--- src/rtl/light_scheduler.sv ---
// light_scheduler: shares one motion_calc datapath across NUM_LIGHTS fixtures and writes
// their pan/tilt bytes into the back bank of a double-buffered DMX channel RAM.
module light_scheduler #(
    parameter int NUM_LIGHTS   = 2,
    parameter int CALC_TIMEOUT = 64
) (
    input  logic        clk,
    input  logic        reset,
    input  logic        com_valid,
    input  logic [10:0] x_com,
    input  logic [9:0]  y_com,
    output logic [10:0] calc_x_com,
    output logic [9:0]  calc_y_com,
    output logic [2:0]  light_sel,
    output logic        calc_start,
    input  logic        calc_done,
    input  logic [7:0]  pan,
    input  logic [8:0]  pan_addr,
    input  logic [7:0]  tilt,
    input  logic [8:0]  tilt_addr,
    output logic        dmx_wr_en,
    output logic [9:0]  dmx_wr_addr,
    output logic [7:0]  dmx_wr_data,
    input  logic        dmx_frame_start,
    output logic        rd_bank,
    output logic        busy,
    output logic        overrun,
    output logic        timeout_err
);
    typedef enum logic [2:0] {S_IDLE, S_START, S_WAIT, S_WR_PAN, S_WR_TILT, S_NEXT} state_t;

    localparam logic [2:0] LAST_SEL = 3'(NUM_LIGHTS - 1);
    localparam logic [7:0] CNT_LAST = 8'(CALC_TIMEOUT - 1);

    state_t      r_state, w_state_nxt;
    logic        r_pend_vld, r_swap_pend;
    logic [10:0] r_pend_x, r_calc_x;
    logic [9:0]  r_pend_y, r_calc_y;
    logic [7:0]  r_cnt, w_cnt_nxt, w_cnt_inc;
    logic [7:0]  r_tilt;
    logic [8:0]  r_tilt_addr;
    logic [2:0]  r_light_sel, w_sel_nxt;
    logic        r_calc_start, w_start_nxt;
    logic        r_wr_en, w_wr_en_nxt;
    logic [9:0]  r_wr_addr, w_wr_addr_nxt;
    logic [7:0]  r_wr_data, w_wr_data_nxt;
    logic        r_rd_bank, r_busy, r_overrun, r_timeout_err;
    logic        w_consume, w_timeout, w_seq_done, w_cap;

    always_comb begin
        w_state_nxt   = r_state;
        w_cnt_inc     = r_cnt + 8'd1;
        w_cnt_nxt     = r_cnt;
        w_sel_nxt     = r_light_sel;
        w_start_nxt   = 1'b0;
        w_wr_en_nxt   = 1'b0;
        w_wr_addr_nxt = r_wr_addr;
        w_wr_data_nxt = r_wr_data;
        w_consume     = 1'b0;
        w_timeout     = 1'b0;
        w_seq_done    = 1'b0;
        w_cap         = 1'b0;
        case (r_state)
            S_IDLE: begin
                if (r_pend_vld && !r_swap_pend) begin
                    w_consume   = 1'b1;
                    w_sel_nxt   = 3'd0;
                    w_start_nxt = 1'b1;
                    w_state_nxt = S_START;
                end
            end
            S_START: begin
                w_cnt_nxt   = 8'd0;
                w_state_nxt = S_WAIT;
            end
            S_WAIT: begin
                // A result arriving on the final allowed cycle still counts.
                if (calc_done) begin
                    w_cap         = 1'b1;
                    w_wr_en_nxt   = 1'b1;
                    w_wr_addr_nxt = {~r_rd_bank, pan_addr};
                    w_wr_data_nxt = pan;
                    w_state_nxt   = S_WR_PAN;
                end else if (w_cnt_inc == CNT_LAST) begin
                    w_timeout   = 1'b1;
                    w_state_nxt = S_NEXT;
                end else begin
                    w_cnt_nxt = w_cnt_inc;
                end
            end
            S_WR_PAN: begin
                w_wr_en_nxt   = 1'b1;
                w_wr_addr_nxt = {~r_rd_bank, r_tilt_addr};
                w_wr_data_nxt = r_tilt;
                w_state_nxt   = S_WR_TILT;
            end
            S_WR_TILT: begin
                w_state_nxt = S_NEXT;
            end
            S_NEXT: begin
                if (r_light_sel == LAST_SEL) begin
                    w_seq_done  = 1'b1;
                    w_state_nxt = S_IDLE;
                end else begin
                    w_sel_nxt   = r_light_sel + 3'd1;
                    w_start_nxt = 1'b1;
                    w_state_nxt = S_START;
                end
            end
            default: w_state_nxt = S_IDLE;
        endcase
    end

    always_ff @(posedge clk or negedge reset) begin
        if (!reset) begin
            r_state       <= S_IDLE;
            r_cnt         <= 8'd0;
            r_pend_vld    <= 1'b0;
            r_swap_pend   <= 1'b0;
            r_calc_x      <= 11'd0;
            r_calc_y      <= 10'd0;
            r_light_sel   <= 3'd0;
            r_calc_start  <= 1'b0;
            r_wr_en       <= 1'b0;
            r_wr_addr     <= 10'd0;
            r_wr_data     <= 8'd0;
            r_rd_bank     <= 1'b0;
            r_busy        <= 1'b0;
            r_overrun     <= 1'b0;
            r_timeout_err <= 1'b0;
        end else begin
            r_state      <= w_state_nxt;
            r_cnt        <= w_cnt_nxt;
            r_light_sel  <= w_sel_nxt;
            r_calc_start <= w_start_nxt;
            r_wr_en      <= w_wr_en_nxt;
            r_wr_addr    <= w_wr_addr_nxt;
            r_wr_data    <= w_wr_data_nxt;
            r_busy       <= (w_state_nxt != S_IDLE);
            // A strobe coinciding with consumption refills pend without counting as a drop.
            r_pend_vld   <= com_valid | (r_pend_vld & ~w_consume);
            if (com_valid && r_pend_vld && !w_consume) r_overrun <= 1'b1;
            if (w_timeout) r_timeout_err <= 1'b1;
            if (w_consume) begin
                r_calc_x <= r_pend_x;
                r_calc_y <= r_pend_y;
            end
            if (r_swap_pend && dmx_frame_start) begin
                r_rd_bank   <= ~r_rd_bank;
                r_swap_pend <= 1'b0;
            end else if (w_seq_done) begin
                r_swap_pend <= 1'b1;
            end
        end
    end

    always_ff @(posedge clk) begin
        if (com_valid) begin
            r_pend_x <= x_com;
            r_pend_y <= y_com;
        end
        if (w_cap) begin
            r_tilt      <= tilt;
            r_tilt_addr <= tilt_addr;
        end
    end

    assign calc_x_com  = r_calc_x;
    assign calc_y_com  = r_calc_y;
    assign light_sel   = r_light_sel;
    assign calc_start  = r_calc_start;
    assign dmx_wr_en   = r_wr_en;
    assign dmx_wr_addr = r_wr_addr;
    assign dmx_wr_data = r_wr_data;
    assign rd_bank     = r_rd_bank;
    assign busy        = r_busy;
    assign overrun     = r_overrun;
    assign timeout_err = r_timeout_err;
endmodule
--- config.mk ---
export PLATFORM = sky130hd
export DESIGN_NAME = light_scheduler
export DESIGN_NICKNAME = d
export VERILOG_FILES = /design/src/rtl/light_scheduler.sv
export SDC_FILE = /design/constraint.sdc
export NUM_CORES = 1
export LEC_CHECK = 0
export CORE_AREA = 4 4 93 95
export DETAILED_ROUTE_END_ITERATION = 12
export DIE_AREA = 0 0 97 99
export PLACE_DENSITY_LB_ADDON = 0.12
export SLEW_MARGIN = 10
export SYNTH_ARGS = -nofsm -noshare
export SYNTH_HDL_FRONTEND = slang
export SYNTH_SLANG_ARGS = --single-unit
--- constraint.sdc ---
create_clock -name clk -period 3 [get_ports clk]
set_input_delay 0.75 -clock clk [delete_from_list [all_inputs] [get_ports clk]]
set_output_delay 0.75 -clock clk [all_outputs]
set_load 0.01 [all_outputs]
==> results of run 1 <==
## layout by cell type (no fill, tap or decap), drive strengths merged, types with 2 or more instances in the layout
cell / instances
dfrtp: 61
nor2b: 4
a21o: 3
nand2: 109
clkdlybuf4s50: 106
o41ai: 3
and3: 2
mux2i: 2
ha: 4
nand4: 2
clkbuf: 9
or3: 2
inv: 8
and2: 3
a211o: 2
buf: 6
a21oi: 5
clkinv: 2
nand3: 7
nor2: 26
a31oi: 17
nand2b: 3
bufinv: 2
o21ai: 10
xnor2: 2
edfxtp: 38
## power breakdown
group          internal (mW)  switching (mW)  total (mW)
Combinational          0.931           0.980        1.91
Clock                  0.475           0.464       0.939
Sequential              1.82           0.250        2.07
## worst max-delay path, cell delays in order, from the launching register on
cell     delay, ps
dfrtp_1        460
ha_1           260
and3_2         220
xnor2_1        140
a211o_4        360
o21ai_4        240
mux2_4         320
## registers in the layout, indices dropped and copies added, names as in the netlist, 3 cells and up
| register | cells |
|---|---|
| dmx_wr_data | 8 |
| r_tilt_addr | 9 |
| r_pend_x | 11 |
| r_state | 3 |
| calc_x_com | 11 |
| r_pend_y | 10 |
| calc_y_com | 10 |
| dmx_wr_addr | 10 |
| r_tilt | 8 |
| r_cnt | 8 |
| light_sel | 3 |
## path summary, 6_finish.rpt
path | startpoint | to | cells after the start
worst max-delay path | r_cnt[1] | r_cnt[1] | 6
worst min-delay path | reset | calc_y_com[6] | 1
worst max register to register | r_cnt[1] | r_cnt[1] | 6
worst min register to register | r_pend_x[6] | calc_x_com[6] | 2
max in group asynchronous | reset | r_state[1] | 2
min in group clk | r_pend_x[6] | calc_x_com[6] | 2
## routing by layer
| layer | global-route usage [%] | share of wire, % | vias to the layer above |
|---|---|---|---|
| li1 | - | - | 1381 |
| met1 | 23.1 | 42 | 1383 |
| met2 | 30.0 | 50 | 85 |
| met3 | 4.81 | 6.6 | 10 |
| met4 | 7.13 | 1.5 | 0 |
| met5 | 0 | 0 | - |
## cell type report
cell class | count | area, um^2 | share of cell area [%]
inverter | 6 | 22.5 | 0.426
clock buffer | 9 | 124 | 2.34
timing repair buffer | 112 | 1120 | 21.1
sequential | 99 | 2670 | 50.4
multi-input combinational | 222 | 1130 | 21.4
tap | 102 | 128 | 2.41
clock inverter | 7 | 97.6 | 1.85
## cell families after synthesis
| family | Yosys count | share of synthesized area, % |
|---|---|---|
| adder cells (fa/ha/maj) | 4 | 1.30 |
| AO/OA/AOI/OAI | 51 | 9.17 |
| flip-flops | 99 | 69.1 |
| XOR/XNOR | 2 | 0.454 |
| AND/OR/NAND/NOR | 162 | 17.5 |
| buffers and inverters | 15 | 1.56 |
| multiplexers | 3 | 0.907 |
## per-stage QoR
stage / hold WS (ps) / worst slack (ps) / instance area, um^2 / utilization, % / instances
global placement: 417 / 667 / 5070 / 65.6 / 541
floorplan: 415 / 1070 / 3860 / - / 336
global route: 461 / 797 / 5290 / 68.4 / 557
CTS: 439 / 898 / 5290 / 68.4 / 557
finish: 423 / 893 / 5290 / 68.4 / 557
detailed placement: 427 / 541 / 5070 / 65.6 / 541
==> results.md, run 1 <==
- Final min period: ~2100 ps
- CTS Buffer Depth: 2
- DR DRC count: 0
- Area grow syn2layout: 37.0%
- Layout cells sized above 1: roughly 6.2%
- Clock Latency Late Sink: 360 ps
- Core ar.: between 7000 and 8000 um^2
- Hpwl dp: roughly 5900 um
- Commonest cells post-synth: nand2_1 (109), dfrtp_1 (61), edfxtp_1 (38), nor2_1 (26), a31oi_1 (17)
- Die H: around 99 um
- Htree depth: 3
- # nets final: 514
- Via count of the routed design: approximately 2900
- Total GRT Usage: 18.2%
- CP max FO: 7
- Count leader, synth: nand2_1
- Die area: between 9000 and 10000 um^2
- Max IR drop VDD: ~0.00045 V
- Outcome: completed
- Total CTS buffers: 9
- Largest net degree at the start of global routing: 36
- Syn nets: 400
- Initial Util: around half
- Setup TNS: 0 ps
- Clk Tree Root Cell: clkbuf_8
- Fmax achieved: roughly 0.47 GHz
- Synth async-reset ratio: 61.6%
- Filler cells: roughly 590
- Initial antenna violation count: 0
- WL/cell: about 15 um
- # hold bufs at CTS: 0
- Grt ovf: 0
- Core Rows: 32
- Final setup vio count: 0
- Pwr per Cell Area: about 930 nW/um^2
- RSZ-0062 raised after global routing: no
- Worst-Margin Slew: between 800 and 900 ps
- Mapped Area: 3860 um^2
- Synth Instances: ~340
- Setup Fix Bufs, Post-CTS: 0
- Post-synth cell types: 44
- Post-route ant nets: 0
- Syn Area/Cell: 11.5 um^2
- Top area cells in the synthesized netlist: dfrtp_1 (40%), edfxtp_1 (30%), nand2_1 (11%)
- Drt via density: 5.13
- WL final: between 8000 and 9000 um
- EDFF count, synth: 38
- Max Cap Violations: 0
- CTS tree: done
- Largest area contributor in the netlist: dfrtp_1
- Antenna cells: 0
- Startpoint Class: register
- R2R Setup Slk: 890 ps
- Sequential cell area fraction in the yosys report: about 70%
- Post-synth top flop: dfrtp_1
- # IOs: 108
- Pins Over Slew Limit: 0
- # port buffers: between 100 and 150
- Pleak: around 2.2 nW
- CP Capture Type: register
- First-pass GRT wire length: between 10000 and 15000 um
- Hold crit path type: input pin to asynchronous set/reset pin
- First-pass DRT Iterations: 4
- WP data arrival: roughly 2400 ps
- Tot Pwr: between 4 and 5 mW
- Register bit count reported by yosys: 99
- Clk slew on worst S/H paths: 100 ps
- CP required: approximately 3200 ps
- GP Congestion: between 0.8 and 0.9
- Setup Skew: 12.2 ps
- Post_cts resized: 0
- Worst slew margin: 46.1%
- Synth warn: 0
- Initial DRC count: between 100 and 150
- Vias in the first global route: about 2900
- Fin crit share: between 70% and 80%
- # clock sinks: 99
- Synth top area share: about two fifths
- Die Width: about 97 um
- Crit Path Category: register to register
- Final Hold Viols: 0
Power figures use the tool's default switching activity.
==> inputs of run 2 (changes only) <==
--- a/config.mk
+++ b/config.mk
@@ -5,9 +5,9 @@
 export SDC_FILE = /design/constraint.sdc
 export NUM_CORES = 1
 export LEC_CHECK = 0
-export CORE_AREA = 4 4 93 95
+export CORE_AREA = 4 4 100 102
 export DETAILED_ROUTE_END_ITERATION = 12
-export DIE_AREA = 0 0 97 99
+export DIE_AREA = 0 0 104 106
 export PLACE_DENSITY_LB_ADDON = 0.12
 export SLEW_MARGIN = 10
 export SYNTH_ARGS = -nofsm -noshare
==> constraint.sdc (replaced) <==
create_clock -name clk -period 1.9 [get_ports clk]
set_input_delay 0.475 -clock clk [delete_from_list [all_inputs] [get_ports clk]]
set_output_delay 0.475 -clock clk [all_outputs]
set_load 0.01 [all_outputs]
==> results.md, run 2 (same netlist as run 1, synthesis figures left out) <==
- CP max stage delay: 450 ps (about the same)
- Final setup vio count: 0 (unchanged)
- WP data arrival: 2090 ps (-260 ps)
- Worst slew margin: 66.6% (+20 points)
- Core ar.: 9110 um^2 (+18%)
- Setup TNS: 0 ps (unchanged)
- GP Congestion: 0.805 (-6.9%)
- Clk slew on worst S/H paths: 90 ps (about the same)
- WL/cell: 15.4 um (+2.1%)
- Pleak: 2.29 nW (+3.8%)
- RSZ-0062 raised after global routing: yes
- Pins Over Slew Limit: 0 (unchanged)
- # port buffers: 107 (unchanged)
- WP buf/inv: 0 (unchanged)
- Worst-Margin Slew: 501 ps (-307 ps)
- Fin crit share: 96.9% (+27 points)
- Core Rows: 35 (+9.4%)
- CTS tree: done
- Clk Tree Root Cell: clkbuf_8
- Initial antenna violation count: 0 (unchanged)
- Max IR drop VDD: 0.000624 V (+37%)
- CP Capture Type: register
- Outcome: completed
- Total CTS buffers: 9 (unchanged)
- CTS Buffer Depth: 2 (unchanged)
- # clock sinks: 99 (unchanged)
- Commonest non-fill, non-tap cell in the layout: nand2_1
- Initial Util: 42.4% (-7.6 points)
- Inst Count DP: 563 (+4.1%)
- Final Hold Viols: 0 (unchanged)
- Commonest non-fill, non-tap cells in the layout: nand2_1 (109), clkdlybuf4s50_1 (106), dfrtp_1 (58)
- Htree depth: 3 (unchanged)
- Drt via density: 4.96 (-3.3%)
- Hold crit path type: input pin to asynchronous set/reset pin
- Largest net degree at the start of global routing: 37 (+2.8%)
- # IOs: 108 (unchanged)
- DR DRC count: 0 (unchanged)
- Total GRT Usage: 16.4% (-1.8 points)
- Hpwl dp: 6180 um (+5.3%)
- Die Width: 104 um (+7.2%)
- Clock Latency Late Sink: 370 ps (about the same)
- Vias in the first global route: 2958 (+3.0%)
- First-pass GRT wire length: 14300 um (+2.2%)
- Crit Path Category: register to register
- Max Cap Violations: 0 (unchanged)
- Die H: 106 um (+7.1%)
- Filler cells: 779 (+32%)
- Pwr per Cell Area: 1460 nW/um^2 (+57%)
- Area grow syn2layout: 42.4%
- # nets final: 529 (+2.9%)
- Max stage delay cell, worst path: dfrtp_2
- CP max FO: 8 (+1)
- # hold bufs at CTS: 0 (unchanged)
- Post-route ant nets: 0 (unchanged)
- R2R Setup Slk: 60 ps (-830 ps)
- First-pass DRT Iterations: 4 (unchanged)
- CP top delay family: simple AND/OR/NAND/NOR gates
- Critical path, cell by cell: nand3_1 > or3_1 > a21o_1 > o21ai_4 > mux2_4
- Final Non-Filler Cells: 581 (+4.3%)
- Startpoint Class: register
- Final min period: 1840 ps (-266 ps)
- R2R Path End: r_cnt[1]
- Tot Pwr: 8.01 mW (+63%)
- Layout Utilization: 60.3% (-8.1 points)
- Reg2reg path depth: 5 (-1)
- Grt ovf: 0 (unchanged)
- Via count of the routed design: 2883 (+0.84%)
- Setup Skew: 13.3 ps (+1.09 ps)
- Antenna cells: 0 (unchanged)
- WL final: 8930 um (+6.4%)
- CP required: 2150 ps (-1090 ps)
- FF-to-FF Start: r_cnt[3]
- Layout cells sized above 1: 10.6% (+4.5 points)
- Initial DRC count: 109 (-16%)
- Fmax achieved: 0.543 GHz (+14%)
- Die area: 11000 um^2 (+15%)
==> run 2: cell count changes in the layout (fill, tap and decap cells not counted), sizes merged <==
cell    previous run  this run
buf                6        21
clkbuf             9        11
clkinv             2         1
inv                8         7
==> run 2: area by class of cell <==
class                           instances  area (um^2)  share of cell area (%)
Clock buffer                           11          131                    2.39
Clock inverter                          5         87.6                    1.59
Inverter                                6         22.5                   0.410
Multi-Input combinational cell        222         1160                    21.1
Sequential cell                        99         2670                    48.6
Tap cell                              111          139                    2.53
Timing Repair Buffer                  127         1280                    23.3
==> run 2: worst max path at each step <==
stage / start / endpoint / slack, ps / cells after the start
floorplan: r_cnt[1] / r_cnt[1] / 7 / 6
global route: r_cnt[0] / timeout_err / -40 / 7
detailed placement: r_cnt[1] / r_cnt[1] / -40 / 6
global placement: r_cnt[1] / r_cnt[1] / -10 / 6
finish: r_cnt[3] / r_cnt[1] / 60 / 5
CTS: r_cnt[1] / r_cnt[1] / 10 / 6
==> run 2: repair_timing <==
item | 4_1_cts | 5_1_grt
setup endpoints to repair | 5 | 6
gates resized for setup | 2 | 11
buffers inserted | 1 | 1
pin swaps | 1 | 2
==> run 2: through the flow <==
step	instance area [um^2]	setup slack, ps	hold slack [ps]
2_1_floorplan	3860	7.43	179
3_5_place_dp	5230	-45.0	426
4_1_cts	5460	11.7	71.8
3_3_place_gp	5230	-12.9	418
6_report	5500	59.1	67.4
5_1_grt	5500	-44.3	95.2
==> run 2: power breakdown <==
part / switching (mW) / total, mW / internal (mW)
clock network: 0.741 / 1.50 / 0.755
registers: 0.391 / 3.27 / 2.88
logic: 1.60 / 3.24 / 1.64
==> run 2: layer usage <==
| metal | share of wire (%) | GRT usage (%) | up-vias |
|---|---|---|---|
| met5 | 0 | 0 | - |
| met2 | 49 | 27.4 | 87 |
| met4 | 1.2 | 5.03 | 0 |
| met3 | 5.6 | 4.68 | 13 |
| met1 | 44 | 20.7 | 1373 |
| li1 | - | - | 1410 |
==> inputs of run 3 (changes only) <==
--- a/config.mk
+++ b/config.mk
@@ -5,9 +5,10 @@
 export SDC_FILE = /design/constraint.sdc
 export NUM_CORES = 1
 export LEC_CHECK = 0
-export CORE_AREA = 4 4 100 102
+export CORE_AREA = 2 2 117 85
 export DETAILED_ROUTE_END_ITERATION = 12
-export DIE_AREA = 0 0 104 106
+export DIE_AREA = 0 0 119 87
+export GPL_TIMING_DRIVEN = 1
 export PLACE_DENSITY_LB_ADDON = 0.12
 export SLEW_MARGIN = 10
 export SYNTH_ARGS = -nofsm -noshare
==> results.md, run 3 (same netlist as run 1, synthesis figures left out) <==
- First-pass GRT wire length: 14500 um (+1.1%)
- Outcome: completed
- Crit Path Category: register to register
- Sequential share of power: 39.5% (-1.3 points)
- Pwr per Cell Area: 1470 nW/um^2 (+0.87%)
- Hpwl dp: 6010 um (-2.7%)
- Post-route ant nets: 0 (unchanged)
- Pins Over Slew Limit: 0 (unchanged)
- Worst-Margin Slew: 504 ps (+2.63 ps)
- Area occupied by registers: 2670 um^2 (unchanged)
- WL/cell: 14.5 um (-5.5%)
- Clk Tree Root Cell: clkbuf_16
- CP max stage delay: 430 ps (-20 ps)
- Comb pwr share: 39.9% (-0.6 points)
- Grt ovf: 0 (unchanged)
- Fmax achieved: 0.542 GHz (-0.31%)
- Total GRT Usage: 18.2% (+1.9 points)
- Die H: 87 um (-18%)
- Via count of the routed design: 2892 (+0.31%)
- Tot Pwr: 8.25 mW (+3.1%)
- Commonest non-fill, non-tap cells in the layout: nand2_1 (109), clkdlybuf4s50_1 (106), dfrtp_1 (58)
- Core Rows: 30 (-14%)
- Hold crit path type: input pin to asynchronous set/reset pin
- Worst slew margin: 66.4% (-0.18 points)
- Largest net degree at the start of global routing: 37 (unchanged)
- Core ar.: 9350 um^2 (+2.6%)
- Final min period: 1850 ps (+5.67 ps)
- GP Congestion: 0.901 (+12%)
- Final Hold Viols: 0 (unchanged)
- Vias in the first global route: 2817 (-4.8%)
- Htree depth: 3 (unchanged)
- CP required: 2120 ps (-30 ps)
- # IOs: 108 (unchanged)
- Layout cells sized above 1: 11.6% (+0.97 points)
- WL final: 8740 um (-2.1%)
- Switching fraction of total power: 33.7% (-0.44 points)
- Max IR drop VDD: 0.000683 V (+9.6%)
- Multi-input gate area: 1170 um^2 (+0.43%)
- Critical path, cell by cell: ha_4 > and3_4 > xnor2_2 > a211o_4 > o21ai_4 > mux2_4
- DR DRC count: 0 (unchanged)
- Psw: 2.78 mW (+1.8%)
- Antenna cells: 0 (unchanged)
- Filler cells: 760 (-2.4%)
- First-pass DRT Iterations: 4 (unchanged)
- Die area: 10400 um^2 (-6.1%)
- Commonest non-fill, non-tap cell in the layout: nand2_1
- CP Capture Type: register
- CTS tree: done
- # nets final: 533 (+0.76%)
- Setup Skew: 9.25 ps (-4.09 ps)
- Total CTS buffers: 9 (unchanged)
- Finished Cell Area: 5620 um^2 (+2.2%)
- Power Internal: 5.47 mW (+3.8%)
- Clk network pwr share: 20.6% (+1.9 points)
- Clk slew on worst S/H paths: 60 ps (-30 ps)
- WP data arrival: 2070 ps (-20 ps)
- WP buf/inv: 0 (unchanged)
- Initial Util: 41.3% (-1.1 points)
- Final setup vio count: 0 (unchanged)
- Drt via density: 4.80 (-3.2%)
- Pleak: 2.35 nW (+2.5%)
- Startpoint Class: register
- Clock Latency Late Sink: 350 ps (-20 ps)
- Max Cap Violations: 0 (unchanged)
- Area grow syn2layout: 45.5%
- Max stage delay cell, worst path: dfrtp_2
- # port buffers: 107 (unchanged)
- CTS Buffer Depth: 2 (unchanged)
- Die Width: 119 um (+14%)
- CP max FO: 4 (-4)
- Initial DRC count: 149 (+37%)
- Fin crit share: 97.2% (+0.30 points)
- Dpl cell area: 5280 um^2 (+0.93%)
- CP top delay family: compound AO/OA/AOI/OAI gates
- Setup TNS: 0 ps (unchanged)
- # clock sinks: 99 (unchanged)
- Initial antenna violation count: 0 (unchanged)
## run 3: changes by cell type in the layout (fill, tap and decap cells not counted)
cell | before | now
buf_12 | 5 | 6
clkinvlp_4 | 1 | 0
clkinv_2 | 0 | 2
o21ai_0 | 6 | 5
clkbuf_8 | 9 | 1
buf_4 | 14 | 18
buf_6 | 1 | 0
or3_4 | 0 | 1
clkbuf_16 | 0 | 9
or3_1 | 2 | 1
bufinv_16 | 2 | 0
inv_8 | 1 | 0
clkinv_4 | 1 | 2
o21ai_1 | 3 | 4
## run 3: per-layer routing
metal  track usage, %  share of wire [%]  vias up  wire length (um)
met5                0                  0        -                 0
met4             6.17                1.3        0               110
met3             6.41                5.5       12               479
met2             28.3                 47       74              4110
met1             24.1                 46     1384              4050
li1                 -                  -     1422                 -
## run 3: through the flow
step / setup slack [ps] / hold slack [ps] / std cells / utilization, %
global route: -0.461 / 118 / 602 / 60.1
global placement: 33.6 / 417 / 582 / 56.5
CTS: 3.45 / 103 / 598 / 59.4
finish: 53.4 / 95.2 / 602 / 60.1
floorplan: 7.43 / 179 / 336 / -
detailed placement: -10.9 / 423 / 582 / 56.5
## run 3: what timing repair did
| action | CTS | global route |
|---|---|---|
| hold buffers | 0 | 0 |
| buffers inserted | 0 | 4 |
| endpoints found under the setup margin | 1 | 8 |
| pin swaps | 1 | 3 |
| gates resized for setup | 1 | 13 |
| hold endpoints to repair | 0 | 0 |
## run 3: power by group through the flow
stage          clock [mW]  sequential [mW]  combinational [mW]
4_1_cts              1.75             3.26                3.32
2_1_floorplan           0             3.46                1.35
3_5_place_dp            0             3.28                3.31
5_1_grt              1.86             3.34                3.63
6_report             1.70             3.26                3.29
3_3_place_gp            0             3.27                3.22
## run 3: final cells by class
class                           count  share of cell area, %
Clock buffer                       12                   4.39
Clock inverter                      4                  0.490
Multi-Input combinational cell    222                   20.8
Sequential cell                    99                   47.6
Timing Repair Buffer              131                   23.5
Inverter                            6                  0.401
Tap cell                          128                   2.85
## run 3: worst paths after layout
| check | endpoint | cells after the start | slack (ps) | from |
|---|---|---|---|---|
| max | r_cnt[1] | 6 | 50 | r_cnt[1] |
| min | calc_y_com[3] | 1 | 100 | reset |
| max reg2reg | r_cnt[1] | 6 | 50 | r_cnt[1] |
| min reg2reg | calc_x_com[6] | 2 | 440 | r_pend_x[6] |
| max in group asynchronous | dmx_wr_addr[3] | 2 | 1300 | reset |
| min in group clk | calc_x_com[6] | 2 | 440 | r_pend_x[6] |
